`config.mk`:
```
export PLATFORM = sky130hd
export DESIGN_NAME = fmap_load_ctrl
export DESIGN_NICKNAME = d
export VERILOG_FILES = /design/src/rtl/fmap_load_ctrl.sv
export SDC_FILE = /design/constraint.sdc
export NUM_CORES = 1
export LEC_CHECK = 0
export BUFFER_PORTS_ARGS = -buffer_cell sky130_fd_sc_hd__buf_2
export CORE_ASPECT_RATIO = 0.7
export CORE_MARGIN = 1.5
export CORE_UTILIZATION = 57
export CTS_CLUSTER_SIZE = 28
export DETAILED_ROUTE_END_ITERATION = 6
export PLACE_DENSITY = 0.8
export SLEW_MARGIN = 10
export SYNTH_ARGS = -nofsm -noshare
export SYNTH_HDL_FRONTEND = slang
export SYNTH_SLANG_ARGS = --single-unit
```
`constraint.sdc`:
```
create_clock -name clk -period 3.2 [get_ports clk]
set_input_delay 0.48 -clock clk [delete_from_list [all_inputs] [get_ports clk]]
set_output_delay 0.48 -clock clk [all_outputs]
set_load 0.005 [all_outputs]
```
`src/rtl/fmap_load_ctrl.sv`:
```
// fmap_load_ctrl: reads ceil(m*n*BITS/32) words from base_addr and streams them to the packer.
// Latency: pk_en/pk_data follow mem_rvalid/mem_rdata by exactly one cycle.
// Backpressure: at most MAX_OUTS reads in flight; mem_addr holds while a request waits for mem_gnt.
module fmap_load_ctrl #(
  parameter int BITS     = 8,   // pixel width; 32/BITS pixels per memory word
  parameter int DIM      = 32,  // largest legal m or n
  parameter int ADDR_W   = 16,  // word-address width
  parameter int MAX_OUTS = 4,   // read requests allowed in flight
  localparam int D       = $clog2(DIM) + 1
) (
  input  logic              clk,
  input  logic              rst,
  input  logic              start,
  input  logic              abort,
  input  logic [ADDR_W-1:0] base_addr,
  input  logic [D-1:0]      m,
  input  logic [D-1:0]      n,
  output logic              busy,
  output logic              done,
  output logic              err,
  output logic              mem_req,
  output logic [ADDR_W-1:0] mem_addr,
  input  logic              mem_gnt,
  input  logic              mem_rvalid,
  input  logic [31:0]       mem_rdata,
  output logic              pk_rst_n,
  output logic              pk_en,
  output logic [31:0]       pk_data,
  output logic [D-1:0]      pk_m,
  output logic [D-1:0]      pk_n,
  input  logic              pk_full
);

  // Word counters live in a 10-bit field; 32x32 8-bit pixels need 256 words.
  localparam int              CW         = 10;
  localparam int              PPW_LOG    = $clog2(32 / BITS);
  localparam int              PW         = 2 * D + 1;
  localparam logic [D-1:0]    DIM_D      = D'(DIM);
  localparam logic [CW-1:0]   MAX_OUTS_C = CW'(MAX_OUTS);
  localparam logic [PW-1:0]   ROUND_UP   = PW'((1 << PPW_LOG) - 1);
  localparam logic [CW-1:0]   ONE        = CW'(1);

  typedef enum logic [2:0] {
    ST_IDLE,
    ST_CLEAR,
    ST_FETCH,
    ST_DRAIN,
    ST_FINISH
  } state_t;

  state_t              state_q, state_d;
  logic [D-1:0]        m_q, m_d;
  logic [D-1:0]        n_q, n_d;
  logic [ADDR_W-1:0]   base_q, base_d;
  logic [CW-1:0]       w_q, w_d;
  logic                bad_q, bad_d;
  logic [CW-1:0]       issued_q, issued_d;
  logic [CW-1:0]       received_q, received_d;
  logic                err_q, err_d;
  logic                pk_en_q, pk_en_d;
  logic [31:0]         pk_data_q, pk_data_d;
  logic                rst_hold_q, rst_hold_d;

  logic [PW-1:0]       prod;
  logic [PW-1:0]       prod_rnd;
  logic [CW-1:0]       w_calc;
  logic                bad_calc;
  logic [CW-1:0]       outs;
  logic                grant;

  // Word count and dimension legality for the map being requested.
  always_comb begin
    prod     = PW'(m) * PW'(n);
    prod_rnd = prod + ROUND_UP;
    w_calc   = CW'(prod_rnd >> PPW_LOG);
    bad_calc = (m == '0) || (n == '0) || (m > DIM_D) || (n > DIM_D);
  end

  assign outs  = issued_q - received_q;
  assign grant = mem_req && mem_gnt;

  // Request is dropped combinationally on abort so no grant can land in that cycle.
  assign mem_req  = (state_q == ST_FETCH) && !abort &&
                    (issued_q < w_q) && (outs < MAX_OUTS_C);
  assign mem_addr = base_q + ADDR_W'(issued_q);

  assign busy     = (state_q != ST_IDLE);
  // Done fires once the final packer write has been seen, i.e. pk_full is now meaningful.
  assign done     = (state_q == ST_FINISH) && !pk_en_q;
  assign err      = err_q;
  assign pk_en    = pk_en_q;
  assign pk_data  = pk_data_q;
  assign pk_m     = m_q;
  assign pk_n     = n_q;
  // Packer is held in clear during reset, one cycle after it, and in CLEAR for a legal map.
  assign pk_rst_n = !(rst_hold_q || ((state_q == ST_CLEAR) && !bad_q));

  // Next-state and datapath update for the load sequence.
  always_comb begin
    state_d    = state_q;
    m_d        = m_q;
    n_d        = n_q;
    base_d     = base_q;
    w_d        = w_q;
    bad_d      = bad_q;
    issued_d   = issued_q;
    received_d = received_q;
    err_d      = err_q;
    pk_en_d    = 1'b0;
    pk_data_d  = pk_data_q;
    rst_hold_d = 1'b0;

    case (state_q)
      ST_IDLE: begin
        if (start) begin
          m_d        = m;
          n_d        = n;
          base_d     = base_addr;
          w_d        = w_calc;
          bad_d      = bad_calc;
          err_d      = bad_calc;
          issued_d   = '0;
          received_d = '0;
          state_d    = ST_CLEAR;
        end
      end

      ST_CLEAR: begin
        // An illegal map spends its single busy cycle here and never touches memory.
        if (bad_q) begin
          state_d = ST_IDLE;
        end else if (abort) begin
          state_d = ST_DRAIN;
        end else begin
          state_d = ST_FETCH;
        end
      end

      ST_FETCH: begin
        if (grant) begin
          issued_d = issued_q + ONE;
        end
        if (mem_rvalid) begin
          if (received_q < w_q) begin
            pk_en_d    = 1'b1;
            pk_data_d  = mem_rdata;
            received_d = received_q + ONE;
          end else begin
            err_d = 1'b1;
          end
        end
        if (abort) begin
          state_d = ST_DRAIN;
        end else if (received_d == w_q) begin
          state_d = ST_FINISH;
        end
      end

      ST_DRAIN: begin
        // Responses still owed by memory are counted off and thrown away.
        if (mem_rvalid && (outs != '0)) begin
          received_d = received_q + ONE;
        end
        if (issued_q == received_d) begin
          state_d = ST_IDLE;
        end
      end

      ST_FINISH: begin
        if (!pk_en_q) begin
          err_d   = err_q || !pk_full;
          state_d = ST_IDLE;
        end
      end

      default: begin
        state_d = ST_IDLE;
      end
    endcase
  end

  // FSM state register.
  always_ff @(posedge clk or posedge rst) begin
    if (rst) begin
      state_q <= ST_IDLE;
    end else begin
      state_q <= state_d;
    end
  end

  // Latched job parameters, counters and packer output stage.
  always_ff @(posedge clk or posedge rst) begin
    if (rst) begin
      m_q        <= '0;
      n_q        <= '0;
      base_q     <= '0;
      w_q        <= '0;
      bad_q      <= 1'b0;
      issued_q   <= '0;
      received_q <= '0;
      err_q      <= 1'b0;
      pk_en_q    <= 1'b0;
      pk_data_q  <= '0;
      rst_hold_q <= 1'b1;
    end else begin
      m_q        <= m_d;
      n_q        <= n_d;
      base_q     <= base_d;
      w_q        <= w_d;
      bad_q      <= bad_d;
      issued_q   <= issued_d;
      received_q <= received_d;
      err_q      <= err_d;
      pk_en_q    <= pk_en_d;
      pk_data_q  <= pk_data_d;
      rst_hold_q <= rst_hold_d;
    end
  end

endmodule

```
* Word level (Yosys, flattened, before mapping)
Index checks and enable logic that the tools add are counted.
** Word-level totals
- Bits in registers :: 97
- Bits in latches :: 0
- RAM bits :: 0
- Bits in read-only memories :: 0
- Bits of input ports :: 67
- Output and inout bits :: 66
- Memories :: 0
** Cells by class
- Add/sub/neg operators :: 5
- Multiply operators :: 1
- Divide/modulo/power cells :: 0
- Magnitude comparators :: 5
- Equal/unequal tests :: 13
- Shift-type cells :: 0
- Muxes and demuxes :: 25
- Bitwise gates (word level) :: 0
- Reduce and logical (&&, ||, !) cells :: 31
** Operator list (count)
- 2-to-1 mux 10 bit :: 7
- case mux 10 bit (3 select lines) :: 1
- adder 10 x 1 -> 10 bit (second input constant) :: 2
- equality test 10 bit :: 2
- less-than comparator 10 bit :: 2
- case mux 10 bit (2 select lines) :: 1
- adder 16 x 10 -> 16 bit :: 1
- 2-to-1 mux 3 bit :: 5
- case mux 3 bit (5 select lines) :: 1
- adder 12 x 2 -> 12 bit (second input constant) :: 1
- greater-than comparator 6 bit (second input constant) :: 2
- logical NOT 6 bit :: 2
- multiplier 6 x 6 -> 12 bit :: 1
- != test 2 bit (second input constant) :: 6
- less-than comparator 10 x 3 -> 1 bit (second input constant) :: 1
- nonzero test 10 bit :: 1
- subtractor 10 bit :: 1
- nonzero test 3 bit :: 3
- 2-to-1 mux 1 bit :: 8
- logical AND 1 bit :: 7
- equality test 3 x 2 -> 1 bit (second input constant) :: 2
- AND reduction 3 bit :: 2
- logical NOT 1 bit :: 5
- logical OR 1 bit :: 5
- other kinds (10) :: 11

* Depth between registers and ports, before layout
Gate-level depths: netlist of the first run.
- Depth after elaboration :: 8
- Mapped depth :: 17
- Mapped depth without buffers :: 17

* Least setup slack after synthesis of the first run
OpenSTA, ideal clock, no wires.
- Path kind :: input to register
- Start point :: input port n[5]
- End point :: register w_q[9]
- Library setup time :: 0.136 ns
- Data arrival time :: 3.735 ns
- Data required time :: 3.064 ns
- Slack :: -0.671 ns
- Cell stages on the path :: 16
- Cell sequence :: clkbuf_1 nand2_1 fa_1 fa_1 fa_1 inv_1 ha_1 inv_1 o21bai_1 a21oi_1 o21bai_1 a21oi_1 o21bai_1 a21oi_1 xor2_1 o21ai_0
** Between the ends
- Word-level cells in the longest chain between the ends :: 2
** Ends and longest elaborated chain
- start: declaration :: RTL line 17 : input logic [D-1:0] n,
- multiplier 6 x 6 -> 12 bit :: RTL line 73 : prod = PW'(m) * PW'(n);
- adder 12 x 2 -> 12 bit :: RTL line 74 : prod_rnd = prod + ROUND_UP;
- end signal: assignment :: RTL line 209 : w_q <= w_d;
- end: declaration :: RTL line 55 : logic [CW-1:0] w_q, w_d;
No other way between the ends.
A chain may end at the register's enable or synchronous reset.

* Worst setup path after layout of the first run
- Start point :: input port m[5]
- End point :: register w_q[8]
** Between the ends
- Word-level cells in the longest chain between the ends :: 2
** Ends and longest elaborated chain
- start: declaration :: RTL line 16 : input logic [D-1:0] m,
- multiplier 6 x 6 -> 12 bit :: RTL line 73
- adder 12 x 2 -> 12 bit :: RTL line 74
No other way between the ends.

==> metrics.txt, run 1 <==
status complete, but fails checks; failing checks setup timing; TritonCTS buffer count 9; Net Sw Frac 41.3%; crit start category input pin; first-pass GRT wire length 31.4 mm; sequential power share 32.5%; sequential fraction of the synthesis area 33.9%; P&R area growth vs syn 28.0%; Fmax 297 MHz; clk sink count 97; Switch Pwr 2.55 mW; layout net count 1201; Clk network pwr share 17.9%; total global-route track usage 30.1%; initial antenna violation count 0; port bufs 132; Post-CTS Hold Fix Bufs 0; most frequent cells in the layout 246 x nand2_1, 126 x buf_2, 95 x dfrtp_1, 86 x buf_4, 54 x inv_1; max_slew headroom 60.1%; final setup margin -172 ps; CTS H-Tree Depth 3; Cell Area, Synth 7170 sq um; crit path DAT 3650 ps; Crit Path Max Fanout 3; Leak 4.75 nW; Starting Density 58.1%; Top FF cell, synth dfrtp_1; CP required 3480 ps; Final ANT Viol Nets 0; Peak VDD IR 351 uV; # setup viols final 6; Root Driver clkbuf_16; row cnt 34; routed wire length 20.2 mm; Final period util 105%; power density cells 674 nW/um^2; CORE AREA 12300 sq um; setup slack after placement -699 ps; synth warn 0; internal power 3.63 mW; number of flops mapped to enable cells by yosys 0; hpwl dp 14.5 mm; Combinational Power Share 49.6%; RSZ-0062 raised after global routing yes; TritonCTS clock tree built; Clock Tree Buf Depth 2; cells after synthesis 859; overflow left after global routing 0; clk_lat worst skew 350 ps; Mean Syn Cell Area 8.34 sq um; Hold Vio Cnt, Final 0; Final GP Congestion 0.998; Least-Margin Pin Slew 598 ps; Post-route DRC 0; Final Skew 10.5 ps; WL/cell 16.5 microns; die boundary height 96.8 microns; number of DRC markers in iteration 0 659; minimum clock period 3370 ps; # IOs 133; vias per cell 5.55; most common library cell in the layout ignoring fill and taps nand2_1; Slew Limit Fails 0; Min-Delay Path Class in2async; MaxCap Viol Count 0; syn_nets 1004; first-pass iteration count of the detailed router 5; async set or reset register ratio after synthesis 100%; die footprint 13300 sq um; via count 6786; Synth cell types 71; layout cell share with drive strength beyond 1 29.2%; Die Width 137 microns; total power 6.18 mW; Crit. End Element flip-flop; critical path class in2reg; pin count of the biggest net entering global routing 51; CTS clk-pin slew, worst paths 80 ps; vias in the first global route 6360; #FFs+latches synth 97; antenna diode count 0
worst paths after layout:
kind / depth (start not counted) / endpoint / startpoint / slack [ps]
max reg2reg: 12 / state_q[1]$_DFFE_PP0P_ / issued_q[1]$_DFFE_PP0P_ / 60
min: 2 / pk_data[26]$_DFFE_PP0P_ / rst / 200
min reg2reg: 2 / pk_data[21]$_DFFE_PP0P_ / pk_data[21]$_DFFE_PP0P_ / 470
max: 17 / w_q[8]$_DFFE_PP0P_ / m[5] / -170
min in group clk: 3 / pk_data[30]$_DFFE_PP0P_ / mem_rdata[30] / 310
max in group asynchronous: 3 / issued_q[1]$_DFFE_PP0P_ / rst / 2320
routing by layer:
metal | part of all wire (%) | vias to the layer above | track usage [%]
met5 | 0 | - | 0
met4 | 0.95 | 0 | 6.32
met3 | 7.6 | 21 | 6.71
met2 | 46 | 250 | 46.3
met1 | 45 | 3274 | 43.8
li1 | - | 3241 | -
Yosys cell counts, drive strengths merged, types with 17 or more instances:
| cell type | instances | area share, % |
|---|---|---|
| a21oi | 37 | 2.7 |
| and2 | 21 | 1.8 |
| clkbuf | 20 | 1.0 |
| dfrtp | 96 | 34 |
| fa | 19 | 5.3 |
| ha | 59 | 10 |
| inv | 66 | 3.5 |
| nand2 | 248 | 13 |
| nand3 | 17 | 1.3 |
| nor2 | 41 | 2.2 |
| o21ai | 35 | 2.5 |
| xnor2 | 44 | 5.5 |
cells by family after synthesis:
logic type	synth area share, %
other cells	0.0523
buf+inv	5.34
mux	0.559
xor+xnor	7.44
flops	33.9
compound gates	12.9
simple gates	24.2
fa+ha+maj	15.6
registers in the layout, indices dropped and copies added, names as in the netlist:
register,flops
pk_data,32
rst_hold_q,1
base_q,16
bad_q,1
w_q,10
pk_en,1
received_q,10
pk_n,6
issued_q,10
state_q,3
err,1
pk_m,6
power groups by stage:
stage               Sequential, mW  Clock [mW]  Combinational [mW]
global placement              1.99           0                2.72
CTS                           1.98        1.11                2.89
floorplan                     1.98           0                1.73
global route                  2.06        1.16                3.37
finish                        2.01        1.10                3.07
detailed placement            1.99           0                2.80
metrics by stage:
| step | setup TNS [ps] | area, sq um | hold WS, ps | instances | util, % |
|---|---|---|---|---|---|
| after global placement | -2300 | 8460 | 453 | 1192 | 68.6 |
| after detailed placement | -2740 | 8460 | 456 | 1192 | 68.6 |
| after CTS | -423 | 8960 | 217 | 1219 | 72.6 |
| final | -451 | 9170 | 196 | 1223 | 74.3 |
| after floorplan | -970 | 7200 | 452 | 859 | - |
| after global routing | -1480 | 9170 | 255 | 1223 | 74.3 |
critical path, stage by stage:
cell and delay [ps]:
buf_6 90, and2_4 150, fa_1 520, inv_1 50
fa_1 460, fa_1 510, inv_2 50, ha_4 280
inv_4 50, o21bai_1 160, a21oi_1 100, o21bai_1 190
a21oi_1 90, nor2_1 120, nor2_1 70, xor2_1 150
o21ai_1 110
area by class of cell:
cell class,count,area (sq um)
Inverter,66,253
Sequential cell,97,2430
Clock inverter,7,81.3
Multi-Input combinational cell,665,4640
Tap cell,162,203
Fill cell,908,3170
Timing Repair Buffer,217,1340
Clock buffer,9,225
timing repair:
| item | CTS | global route |
|---|---|---|
| resized for setup | 29 | 42 |
| setup buffers | 11 | 5 |
| cloned | 0 | 0 |
| pin swaps | 30 | 37 |
| setup endpoints to repair | 16 | 16 |
Power figures use the tool's default switching activity.
==> run 2, diff against run 1 <==
Settings changed: CORE_MARGIN 1.5 to not set, CORE_UTILIZATION 57 to 50, PLACE_DENSITY 0.8 to 0.71.
==> metrics.txt, run 2 (synthesized netlist as in run 1, its figures left out) <==
P&R area growth vs syn 34.7%; crit path DAT 3630 ps (-20 ps); Die Width 145 microns (+5.9%); TritonCTS buffer count 9 (unchanged); Root Driver clkbuf_16; CTS H-Tree Depth 3 (unchanged); first-pass iteration count of the detailed router 5 (unchanged); CP required 3430 ps (-50 ps); Final GP Congestion 1.01 (+0.98%); total global-route track usage 27.0% (-3.1 points); Hold Vio Cnt, Final 0 (unchanged); Max stage delay cell, worst path fa_1; crit start category input pin; # IOs 133 (unchanged); CTS clk-pin slew, worst paths 80 ps (about the same); Placed Cells 1232 (+3.4%); Min-Delay Path Class in2async; TNS Setup -724 ps (-273 ps); Starting Density 51.3% (-6.8 points); vias in the first global route 6328 (-0.50%); Post-route DRC 0 (unchanged); failing checks setup timing; minimum clock period 3400 ps (+29.3 ps); Final ANT Viol Nets 0 (unchanged); status complete, but fails checks; port bufs 132 (unchanged); pin count of the biggest net entering global routing 51 (unchanged); first-pass GRT wire length 31.6 mm (+0.64%); die footprint 14800 sq um (+12%); Final period util 106% (+0.91 points); CORE AREA 14000 sq um (+13%); hpwl dp 14.8 mm (+2.4%); Crit path max-delay family adder cells; overflow left after global routing 0 (unchanged); DR WL met3 1.63 mm (+6.3%); MaxCap Viol Count 0 (unchanged); final setup margin -202 ps (-29.3 ps); Least-Margin Pin Slew 630 ps (+31.6 ps); vias per cell 5.39 (-2.9%); Final Cell Area 9650 sq um (+5.3%); # setup viols final 8 (+2); antenna diode count 0 (unchanged); Slew Limit Fails 0 (unchanged); clk_lat worst skew 350 ps (about the same); routed wire length 20.6 mm (+2.1%); layout cell share with drive strength beyond 1 33.1% (+3.9 points); most common library cell in the layout ignoring fill and taps nand2_1; die boundary height 102 microns (+5.5%); RSZ-0062 raised after global routing yes; Final Skew 9.59 ps (-0.875 ps); hold_ws 199 ps (+3.08 ps); max_slew headroom 56.9% (-3.2 points); worst-path cell chain buf_4, nand2_2, fa_1, inv_1, ha_1, inv_1, fa_1, inv_2, ha_4, buf_4, a21oi_4, o21bai_1, a21oi_1, o21bai_1, a21oi_1, nor2_1, nor2_1, xor2_1, o21ai_1; slowest stage delay, CP 530 ps (about the same); critical path class in2reg; WP buf/inv 5 (+1); wl on met1 9.35 mm (+3.2%); power density cells 685 nW/um^2 (+1.7%); WL met2 9.24 mm (-1.3%); WL/cell 16.1 microns (-2.3%); Post-Place Cell Area 8580 sq um (+1.5%); Peak VDD IR 377 uV (+7.4%); Crit Path Max Fanout 4 (+1); Fmax 294 MHz (-0.86%); initial antenna violation count 0 (unchanged); row cnt 36 (+5.9%); fill cell count 1138 (+25%); Max Used Layer met4; most frequent cells in the layout 242 x nand2_1, 125 x buf_2, 105 x buf_4, 95 x dfrtp_1, 53 x inv_1; TritonCTS clock tree built; number of DRC markers in iteration 0 581 (-12%); layout net count 1229 (+2.3%); Leak 4.93 nW (+3.7%); Clock Tree Buf Depth 2 (unchanged); clk sink count 97 (unchanged); Non-Filler Instances 1279 (+4.6%); Crit. End Element flip-flop; via count 6894 (+1.6%); max reg flops 32 (unchanged)
## run 2: cell count changes in the layout (fill, tap and decap cells not counted), sizes merged
cell and delta:
clkinv +1, buf +26, inv -1, clkbuf +1, a21oi +1
## run 2: repair_timing
| item | in CTS | in global routing |
|---|---|---|
| pin swaps | 8 | 69 |
| setup endpoints to repair | 13 | 24 |
| setup buffers | 9 | 23 |
| resized for setup | 21 | 94 |
| gates cloned | 0 | 1 |
| hold buffers | 0 | 0 |
## run 2: cell type report
type | instances | area [sq um] | share of cell area (%)
clock buffer | 9 | 225 | 2.33
clock inverter | 7 | 104 | 1.08
inverter | 66 | 253 | 2.62
multi-input combinational | 666 | 4820 | 49.9
sequential | 97 | 2430 | 25.2
tap | 190 | 238 | 2.46
timing repair buffer | 244 | 1590 | 16.4
## run 2: worst paths after layout
check	startpoint	endpoint	slack [ps]	depth (start not counted)
setup / recovery	n[2]	w_q[8]$_DFFE_PP0P_	-200	19
hold / removal	rst	pk_data[21]$_DFFE_PP0P_	200	2
setup reg to reg	issued_q[1]$_DFFE_PP0P_	state_q[1]$_DFFE_PP0P_	-30	14
hold reg to reg	pk_data[28]$_DFFE_PP0P_	pk_data[28]$_DFFE_PP0P_	470	2
max in group asynchronous	rst	issued_q[1]$_DFFE_PP0P_	2300	3
min in group clk	mem_rdata[5]	pk_data[5]$_DFFE_PP0P_	310	3
## run 2: metrics by stage
step	power, mW	utilization, %	setup WS (ps)
finish	6.61	69.1	-202
global route	7.11	69.1	-360
floorplan	3.71	-	-386
CTS	6.12	64.7	-195
detailed placement	4.89	61.5	-619
global placement	4.81	61.5	-575
## run 2: power breakdown
part	total, mW	internal, mW	switching (mW)
logic	3.47	1.64	1.83
registers	1.99	1.67	0.316
clock network	1.16	0.580	0.579
total	6.61	3.89	2.73
## run 2: metal layers
metal	vias to the layer above	global-route usage, %
li1	3306	-
met5	-	0
met3	38	5.98
met1	3292	38.5
met2	258	41.5
met4	0	7.61
==> run 3, diff against run 2 <==
Settings changed: ABC_AREA set to 1.
==> metrics.txt, run 3 <==
status complete, but fails checks; failing checks DRC, setup timing; max reg flops 32 (unchanged); cells after synthesis 1047 (+22%); critical path class in2reg; Final Skew 6.39 ps (-3.20 ps); Core Util, Final 66.0% (-3.1 points); fill cell count 1310 (+15%); Root Driver clkbuf_16; Post-route DRC 1 (+1); sequential fraction of the synthesis area 32.4% (-1.5 points); most common library cell in the layout ignoring fill and taps nand2_1; crit path launch n[2]; Final ANT Viol Nets 0 (unchanged); area share of the largest cell type after synthesis 32.1% (-1.5 points); most frequent cells in the layout 391 x nand2_1, 134 x inv_1, 124 x buf_2, 100 x buf_4, 90 x dfrtp_1; Final period util 108% (+1.5 points); antenna diode count 0 (unchanged); first-pass GRT wire length 33.3 mm (+5.5%); area of the multi-input gates 4640 sq um (-3.7%); clk sink count 97 (unchanged); MaxCap Viol Count 0 (unchanged); Combinational Power Share 57.6% (+5.2 points); Non-Filler Instances 1465 (+15%); Mean Syn Cell Area 7.15 sq um (-14%); sequential power share 26.7% (-3.4 points); Hold Vio Cnt, Final 0 (unchanged); RR Startpoint w_q[3]$_DFFE_PP0P_; TNS Setup -760 ps (-35.8 ps); hpwl dp 15.6 mm (+5.3%); TritonCTS buffer count 9 (unchanged); port bufs 132 (unchanged); R2R Path End state_q[1]$_DFFE_PP0P_; CORE AREA 14700 sq um (+5.1%); RSZ-0062 raised after global routing yes; Clk network pwr share 15.6% (-1.9 points); Slew Limit Fails 0 (unchanged); initial antenna violation count 0 (unchanged); total power 7.69 mW (+16%); # setup viols final 5 (-3); minimum clock period 3450 ps (+49.1 ps); CTS clk-pin slew, worst paths 70 ps (about the same); most frequent cell after synthesis nand2_1; CP required 3420 ps (about the same); power density cells 794 nW/um^2 (+16%); Starting Density 51.0% (-0.27 points); Die Width 148 microns (+2.2%); Leak 5.49 nW (+11%); Cell Area, Synth 7490 sq um (+4.5%); internal power 4.19 mW (+7.8%); number of DRC markers in iteration 0 681 (+17%); layout cell share with drive strength beyond 1 28.1% (-5.0 points); Post-synth top cells 404 x nand2_1, 146 x inv_1, 96 x dfrtp_1; hold_ws 231 ps (+32.0 ps); via count 7485 (+8.6%); slowest stage delay, CP 560 ps (+30 ps); first-pass iteration count of the detailed router 7 (+2); Synth cell types 51 (-28%); die boundary height 104 microns (+2.2%); WP buf/inv 5 (unchanged); WL/cell 14.4 microns (-10%); Min-Delay Path Class in2async; vias in the first global route 6819 (+7.8%); crit start category input pin; # IOs 133 (unchanged); Peak VDD IR 723 uV (+92%); die footprint 15500 sq um (+4.5%); routed wire length 21.1 mm (+2.5%); clk_lat worst skew 360 ps (about the same); Crit Path Max Fanout 4 (unchanged); Reg2Reg Setup Slack 190 ps (+220 ps); Worst setup endpoint w_q[9]$_DFFE_PP0P_; max_slew headroom 34.9% (-22 points); Worst R2R Path Depth 19 (+5); number of flops mapped to enable cells by yosys 0 (unchanged); Top FF cell, synth dfrtp_1; CP most frequent cell fa_1; TritonCTS clock tree built; total global-route track usage 27.5% (+0.50 points); layout net count 1410 (+15%); Placed Cells 1416 (+15%); #FFs+latches synth 97 (unchanged); syn_nets 1192 (+19%); Least-Margin Pin Slew 975 ps (+345 ps); crit path DAT 3670 ps (+40 ps); synth top area cells dfrtp_1 32%, nand2_1 20%, ha_1 9.9%; Crit. End Element flip-flop; Net Sw Frac 45.5% (+4.3 points); Post-CTS Hold Fix Bufs 0 (unchanged); Max stage delay cell, worst path fa_1; worst-path cell chain buf_6, nand2_4, inv_2, fa_1, inv_1, fa_1, fa_1, inv_2, ha_4, inv_4, nor2_4, nor2_2, o21bai_1, nand2_1, nand2_1, a21oi_2, o21ai_1, a21oi_2, xor2_1, o21ai_1; P&R area growth vs syn 29.3%; Final GP Congestion 0.960 (-4.8%); cell accounting for the most synthesized area dfrtp_1; row cnt 37 (+2.8%); async set or reset register ratio after synthesis 100% (unchanged); pin count of the biggest net entering global routing 53 (+3.9%); Crit path max-delay family adder cells; vias per cell 5.11 (-5.2%); WP depth 20 (+1); Clock Tree Buf Depth 2 (unchanged); overflow left after global routing 0 (unchanged); Fmax 290 MHz (-1.4%); Switch Pwr 3.50 mW (+28%); synth warn 0 (unchanged); CTS H-Tree Depth 3 (unchanged); Register Area 2440 sq um (+0.26%); final setup margin -251 ps (-49.1 ps)
[run 3: changes by cell type in the layout (fill, tap and decap cells not counted), sizes merged, moves of 8 or more]
cell	before	now
a31oi	12	1
and2	21	1
buf	243	232
inv	70	153
nand2	248	410
nand3	17	70
nor2	41	60
nor2b	8	0
o21ai	35	44
xnor2	44	6
[run 3: area by class of cell]
cell class	instances	share of cell area (%)
sequential	97	25.1
clock buffer	9	2.32
clock inverter	7	1.05
timing repair buffer	232	15.2
multi-input combinational	774	47.9
tap	195	2.52
inverter	151	5.90
[run 3: power by group through the flow]
stage	Clock, mW	Combinational (mW)	Sequential [mW]
final	1.20	4.43	2.06
after global routing	1.26	4.98	2.11
after CTS	1.22	4.14	2.05
after detailed placement	0	4.00	2.06
after global placement	0	3.92	2.05
after floorplan	0	2.59	2.05
[run 3: how the worst min path moves through the flow]
stage               depth (start not counted)                       to  slack [ps]               startpoint
finish                                      2  pk_data[30]$_DFFE_PP0P_         230                      rst
global route                                2   pk_data[2]$_DFFE_PP0P_         280                      rst
CTS                                         2  pk_data[30]$_DFFE_PP0P_         250                      rst
detailed placement                          2  pk_data[13]$_DFFE_PP0P_         450  pk_data[13]$_DFFE_PP0P_
global placement                            2      pk_m[4]$_DFFE_PP0P_         450      pk_m[4]$_DFFE_PP0P_
floorplan                                   2    base_q[0]$_DFFE_PP0P_         450    base_q[0]$_DFFE_PP0P_
[run 3: kinds of logic (layout without fill, tap and decap cells)]
logic type               Yosys count  in the layout  synth area share [%]
AO/OA/AOI/OAI                    103            103                  8.07
other                              1              1                0.0501
buffers and inverters            177            399                  9.15
AND/OR/NAND/NOR                  563            564                  32.0
flip-flops                        97             97                  32.4
XOR/XNOR                          28             28                  3.37
adder cells (fa/ha/maj)           78             78                  14.9
[run 3: timing repair]
item	CTS	global route
gates resized for setup	29	66
cloned	0	1
pin swaps	28	50
endpoints found under the setup margin	9	56
buffers inserted	25	15
[run 3: metal layers]
layer / vias up / GRT usage, % / part of all wire [%]
met2: 291 / 39.8 / 42
li1: 3722 / - / -
met5: - / 0 / 0
met3: 22 / 6.89 / 9.4
met1: 3450 / 40.8 / 47
met4: 0 / 6.63 / 1.1
[run 3: through the flow]
stage	setup slack [ps]	cell area, sq um
after global routing	-422	9690
after CTS	-212	9410
after detailed placement	-747	8820
final	-251	9690
after global placement	-621	8820
after floorplan	-476	7520
[run 3: worst reg2reg max path, delay by kind of cell (launching register included)]
family	cells	cell delay [ps]
AND/OR/NAND/NOR	14	1630
AO/OA/AOI/OAI	3	450
adder cells (fa/ha/maj)	1	270
buffers and inverters	1	150
flip-flops	1	390
